<file path="config.mk">
export PLATFORM = sky130hd
export DESIGN_NAME = vx_itr_jal_ovl_ctl
export DESIGN_NICKNAME = d
export VERILOG_FILES = /design/src/rtl/vx_itr_jal_ovl_ctl.sv
export SDC_FILE = /design/constraint.sdc
export NUM_CORES = 1
export LEC_CHECK = 0
export CORE_MARGIN = 2
export CORE_UTILIZATION = 43
export CTS_CLUSTER_SIZE = 30
export DETAILED_ROUTE_END_ITERATION = 10
export HOLD_SLACK_MARGIN = 0.08
export PLACE_DENSITY = 0.84
export SLEW_MARGIN = 10
export SYNTH_ARGS = -nofsm -noshare
export SYNTH_HDL_FRONTEND = slang
export SYNTH_SLANG_ARGS = --single-unit
</file>
<file path="constraint.sdc">
create_clock -name clk -period 4.7 [get_ports clk]
set_clock_uncertainty 0.05 [all_clocks]
set_input_delay 0.94 -clock clk [delete_from_list [all_inputs] [get_ports clk]]
set_output_delay 0.94 -clock clk [all_outputs]
set_load 0.01 [all_outputs]
</file>
<file path="src/rtl/vx_itr_jal_ovl_ctl.sv">
// Interrupt-controller side of the execute_hw_itr interface: owns JALOL and RHA,
// captures reported return PCs, counts warp hits and serves a registered CSR read port.
module vx_itr_jal_ovl_ctl #(
    parameter int unsigned WARP_CNT = 4,
    parameter int unsigned XLEN     = 32,
    parameter int unsigned CNT_W    = $clog2(WARP_CNT) + 1
) (
    input  logic            clk,
    input  logic            reset,
    input  logic            rha_wr_valid,
    input  logic [XLEN-1:0] rha_wr_data,
    input  logic            arm_req,
    input  logic            abort_req,
    input  logic            commit_ret_pc,
    input  logic [XLEN-1:0] ret_pc,
    input  logic            commit_ret_pc_w0,
    input  logic [XLEN-1:0] ret_pc_w0,
    input  logic            all_hit,
    output logic            overload_jal,
    output logic [XLEN-1:0] ret_handler_addr,
    output logic            itr_done,
    input  logic [1:0]      csr_rd_addr,
    output logic [XLEN-1:0] csr_rd_data
);

    localparam logic [1:0] ST_IDLE  = 2'd0;
    localparam logic [1:0] ST_ARMED = 2'd1;
    localparam logic [1:0] ST_DONE  = 2'd2;

    localparam logic [CNT_W:0] HIT_MAX = WARP_CNT[CNT_W:0];

    logic [1:0]       state_q, state_d;
    logic [XLEN-1:0]  rha_q, rha_d;
    logic             rha_valid_q, rha_valid_d;
    logic [XLEN-1:0]  rav_q, rav_d;
    logic [XLEN-1:0]  ravw0_q, ravw0_d;
    logic [CNT_W-1:0] hit_cnt_q, hit_cnt_d;
    logic             arm_err_q, arm_err_d;
    logic             wr_err_q, wr_err_d;
    logic             spur_err_q, spur_err_d;
    logic             ovf_err_q, ovf_err_d;
    logic             ovl_q, ovl_d;
    logic             done_q, done_d;
    logic [XLEN-1:0]  csr_q, csr_d;
    logic [CNT_W:0]   hit_sum;
    logic [XLEN-1:0]  status;

    always_comb begin
        state_d     = state_q;
        rha_d       = rha_q;
        rha_valid_d = rha_valid_q;
        rav_d       = rav_q;
        ravw0_d     = ravw0_q;
        hit_cnt_d   = hit_cnt_q;
        arm_err_d   = arm_err_q;
        wr_err_d    = wr_err_q;
        spur_err_d  = spur_err_q;
        ovf_err_d   = ovf_err_q;
        hit_sum     = {1'b0, hit_cnt_q} + {{CNT_W{1'b0}}, commit_ret_pc}
                                        + {{CNT_W{1'b0}}, commit_ret_pc_w0};

        case (state_q)
            ST_IDLE: begin
                if (arm_req && !abort_req) begin
                    if (rha_valid_q) begin
                        state_d    = ST_ARMED;
                        hit_cnt_d  = '0;
                        arm_err_d  = 1'b0;
                        wr_err_d   = 1'b0;
                        spur_err_d = 1'b0;
                        ovf_err_d  = 1'b0;
                    end else begin
                        arm_err_d = 1'b1;
                    end
                end
            end
            ST_ARMED: begin
                // Strobes coincident with all_hit are still captured and counted.
                if (commit_ret_pc)    rav_d   = ret_pc;
                if (commit_ret_pc_w0) ravw0_d = ret_pc_w0;
                if (hit_sum > HIT_MAX) begin
                    hit_cnt_d = HIT_MAX[CNT_W-1:0];
                    ovf_err_d = 1'b1;
                end else begin
                    hit_cnt_d = hit_sum[CNT_W-1:0];
                end
                if (all_hit) state_d = ST_DONE;
            end
            ST_DONE:  state_d = ST_IDLE;
            default:  state_d = ST_IDLE;
        endcase

        if (abort_req) state_d = ST_IDLE;

        if (state_q != ST_ARMED && (commit_ret_pc || commit_ret_pc_w0))
            spur_err_d = 1'b1;

        if (rha_wr_valid) begin
            if (state_q == ST_ARMED) begin
                wr_err_d = 1'b1;
            end else begin
                rha_d       = rha_wr_data;
                rha_valid_d = 1'b1;
            end
        end
    end

    always_comb begin
        status               = '0;
        status[1:0]          = state_q;
        status[2]            = rha_valid_q;
        status[3]            = arm_err_q;
        status[4]            = wr_err_q;
        status[5]            = spur_err_q;
        status[6]            = ovf_err_q;
        status[7 +: CNT_W]   = hit_cnt_q;
    end

    // Read mux works off current register values, so a coincident capture is not visible yet.
    always_comb begin
        csr_d = '0;
        case (csr_rd_addr)
            2'd0:    csr_d = rha_q;
            2'd1:    csr_d = rav_q;
            2'd2:    csr_d = ravw0_q;
            default: csr_d = status;
        endcase
        ovl_d  = (state_d == ST_ARMED);
        done_d = (state_d == ST_DONE);
    end

    always_ff @(posedge clk or posedge reset) begin
        if (reset) begin
            state_q     <= ST_IDLE;
            rha_q       <= '0;
            rha_valid_q <= 1'b0;
            rav_q       <= '0;
            ravw0_q     <= '0;
            hit_cnt_q   <= '0;
            arm_err_q   <= 1'b0;
            wr_err_q    <= 1'b0;
            spur_err_q  <= 1'b0;
            ovf_err_q   <= 1'b0;
            ovl_q       <= 1'b0;
            done_q      <= 1'b0;
            csr_q       <= '0;
        end else begin
            state_q     <= state_d;
            rha_q       <= rha_d;
            rha_valid_q <= rha_valid_d;
            rav_q       <= rav_d;
            ravw0_q     <= ravw0_d;
            hit_cnt_q   <= hit_cnt_d;
            arm_err_q   <= arm_err_d;
            wr_err_q    <= wr_err_d;
            spur_err_q  <= spur_err_d;
            ovf_err_q   <= ovf_err_d;
            ovl_q       <= ovl_d;
            done_q      <= done_d;
            csr_q       <= csr_d;
        end
    end

    assign overload_jal     = ovl_q;
    assign itr_done         = done_q;
    assign ret_handler_addr = rha_q;
    assign csr_rd_data      = csr_q;

endmodule

</file>
==> impl_results.rst <==
.. list-table::
   :header-rows: 1

   * - Metric
     - Value
   * - Gate count of the mapped netlist
     - between 300 and 400
   * - Number of synthesized register bits
     - 140
   * - Final routed wirelength across all metal layers
     - ~14000 um
   * - Initial Util
     - 43.67%
   * - Power consumption
     - roughly 4.0 mW
   * - Syn Nets
     - ~490
   * - Endpoint type of the worst setup path
     - flop
   * - Total half-perimeter wirelength after legalization and detailed placement
     - 9418 um
   * - Result of the run
     - finished, final reports clean
   * - First-pass detailed-route iteration total
     - 4
   * - Maximum ir drop on the vdd rail
     - ~0.00026 V
   * - Clock Pin Slew Worst Setup and Hold Paths
     - approximately 0.060 ns
   * - Clock tree from TritonCTS
     - done
   * - Part of the Yosys area used for sequential elements
     - roughly three fifths
   * - First-iteration detailed-routing DRC count
     - 193
   * - Boundary Pins
     - roughly 170
   * - Net count, final
     - 660
   * - Post-synth cell types
     - 37
   * - Source-to-sink clock delay at the later pin of the worst-skew pair
     - 0.42 ns
   * - Synth area leaders
     - dfrtp_1, mux2_4, mux2_2
   * - Overall routing resource usage
     - 19.99%
   * - Standard cell area after detailed placement
     - roughly 7800 um2
   * - Highest fanout seen on the critical path
     - 3
   * - Slew Viols, Final
     - 0
   * - Proportion of netlist area held by the largest area contributor
     - between 50% and 60%
   * - H-tree lvl count
     - 4
   * - Synth area leader
     - dfrtp_1
   * - Post-synthesis async set-or-reset flop share
     - 100.0%
   * - Startpoint type of the worst setup path
     - input pin
   * - Final weighted congestion in routability-driven placement
     - between 0.7 and 0.8
   * - Setup repair after global routing missed its margin
     - false
   * - R2R cell count
     - 3
   * - CTS buffer count
     - 17
   * - Worst flop-to-flop path startpoint
     - state_q[0]
   * - Via count
     - between 3000 and 4000
   * - Leakage dissipation
     - between 3 and 4 nW
   * - Most frequent cells in the layout
     - clkdlybuf4s50_1, dfrtp_1, mux2_4
   * - Arr. time, crit path
     - 3.10 ns
   * - Die footprint
     - 14950 um2
   * - Number of I/O port buffers
     - between 150 and 200
   * - First-pass GRT wire length
     - between 20000 and 25000 um
   * - Worst setup path startpoint
     - commit_ret_pc
   * - Vias per cell
     - roughly 5.1
   * - Leading register cell type out of synthesis
     - dfrtp_1
   * - Number of synthesized flops with an enable pin
     - 0
   * - Antenna Nets Post-Route
     - 0
   * - Cell depth of the worst min-delay path
     - 2
   * - Std-Cell Core Area
     - 13770 um2
   * - Worst Setup Path Type
     - input pin to flop
   * - Total count of hold-check failures in the final report
     - 0
   * - Inserted Diodes
     - 0
   * - Worst hold-check path type
     - flop to flop
   * - Commonest non-fill, non-tap cell in the layout
     - clkdlybuf4s50_1
   * - Worst-case hold path end point
     - csr_rd_data[20]
   * - Final cell count without fillers
     - 745
   * - Number of antenna violations at the first check in global routing
     - 0
   * - Setup-failing EPs final
     - 0
   * - Number of buffers on the longest clock path
     - 2
   * - Horizontal die dimension
     - between 100 and 150 um
   * - Worst Hold Slack
     - approximately 0.44 ns
   * - Syn Std Cell Area
     - between 6000 and 7000 um2
   * - Share of final-layout standard cells stronger than drive strength 1
     - about 27%
   * - Data required time of the critical path
     - between 4 and 5 ns
   * - Max Clk Rate
     - 0.3522 GHz
   * - P&R area growth vs syn
     - 40.09%
   * - Number of DRC violations after detailed routing
     - 0
   * - Maxcap violations
     - 0
   * - Sink count of the clock tree
     - 140
   * - Vias in the first global route
     - 4251
   * - Post-Synthesis Mean Instance Area
     - ~16 um2
   * - Y dimension of the die
     - 122.3 um
   * - Worst relative slew slack
     - 34.76%
   * - Number of hold buffers added after CTS
     - 0
   * - Least-Margin Pin Slew
     - 0.9742 ns
   * - Site row count
     - 43
   * - Overflow after GRT
     - 0
   * - Largest net degree at the start of global routing
     - 67
   * - Startpoint of the tightest hold check path
     - rav_q[20]
   * - Routed length per instance
     - roughly 19 um
   * - Portion of the clock cycle consumed by the worst path in the final layout
     - between 60 and 70%
   * - Number of cells after detailed placement
     - between 700 and 800
   * - Root Driver
     - clkbuf_16
   * - Final std cell area, no fill
     - 8426 um2
   * - Post-CTS resize count
     - 0
   * - Final total negative setup slack
     - 0 ns
   * - Cell area power density
     - just under 500 nW/um2
   * - Worst setup slack for register-to-register paths
     - roughly 2.7 ns
   * - Setup repair bufs after CTS
     - 0
   * - Count of yosys warnings during synthesis
     - 0
   * - End of the worst register-to-register path
     - ravw0_q[20]
   * - Post-layout min period
     - between 2 and 3 ns
layer usage:
layer  up-vias  wire, um  GRT usage (%)
li1       1688         -              -
met1      1931      5717          24.49
met2       134      7150          32.99
met3        29       777          5.297
met4         0       372          9.483
met5         -         0              0
registers in the layout (all words and copies together) (netlist names), 2 cells and up:
name,cells
csr_rd_data,32
rav_q,32
ravw0_q,32
ret_handler_addr,32
hit_cnt_q,3
state_q,2
worst max-delay path: stages:
cell	delay (ns)
clkdlybuf4s50_1	0.61
inv_1	0.11
fa_1	0.45
inv_1	0.10
ha_1	0.25
nand2b_1	0.18
a31o_2	0.27
o211a_1	0.20
cell usage after synthesis, types with 2 or more instances:
library cell,n
dfrtp_1,140
mux2_4,60
mux2_2,36
nand2_1,25
o21ai_0,24
mux2i_1,23
mux4_2,9
inv_1,8
buf_12,6
buf_2,6
buf_6,4
nand2b_1,4
nor2b_1,3
a21oi_1,2
buf_4,2
clkbuf_1,2
nand2_8,2
nand3_1,2
nor3b_1,2
o31ai_1,2
kinds of logic (layout without fill, tap and decap cells):
| family | count (synthesis) | after routing | share of synthesized area [%] |
|---|---|---|---|
| adders and majority gates | 2 | 2 | 0.5409 |
| AOI/OAI and AO/OA | 35 | 35 | 3.433 |
| buffers and inverters | 29 | 215 | 4.202 |
| DFF | 140 | 140 | 58.25 |
| and+or+nand+nor | 44 | 44 | 4.223 |
| muxes | 129 | 129 | 29.35 |
power breakdown:
part	internal [mW]	switching [mW]	leakage, nW	total (mW)
logic	0.605	0.310	1.79	0.915
registers	1.49	0.163	1.68	1.65
clock network	0.979	0.499	0.326	1.48
total	3.08	0.972	3.79	4.05
worst max-delay path by stage:
| stage | to | slack, ns |
|---|---|---|
| after CTS | ovf_err_q | 1.88 |
| after detailed placement | ovf_err_q | 1.49 |
| after global routing | ovf_err_q | 1.80 |
| final | ovf_err_q | 1.86 |
| after global placement | ovf_err_q | 1.56 |
| after floorplan | arm_err_q | 1.96 |
per-stage QoR:
step / utilization [%] / setup slack [ns]
after floorplan: - / 1.961
after global placement: 56.40 / 1.560
after detailed placement: 56.40 / 1.491
after CTS: 61.17 / 1.885
after global routing: 61.17 / 1.799
final: 61.17 / 1.861
area by class of cell:
class,count,area (um2)
Fill cell,1043,5348
Sequential cell,140,3503
Multi-Input combinational cell,210,2261
Timing Repair Buffer,175,1744
Clock buffer,20,466.7
Tap cell,180,225.2
Clock inverter,12,191.4
Inverter,8,33.78
No activity file was read; power rests on OpenSTA's default activity.
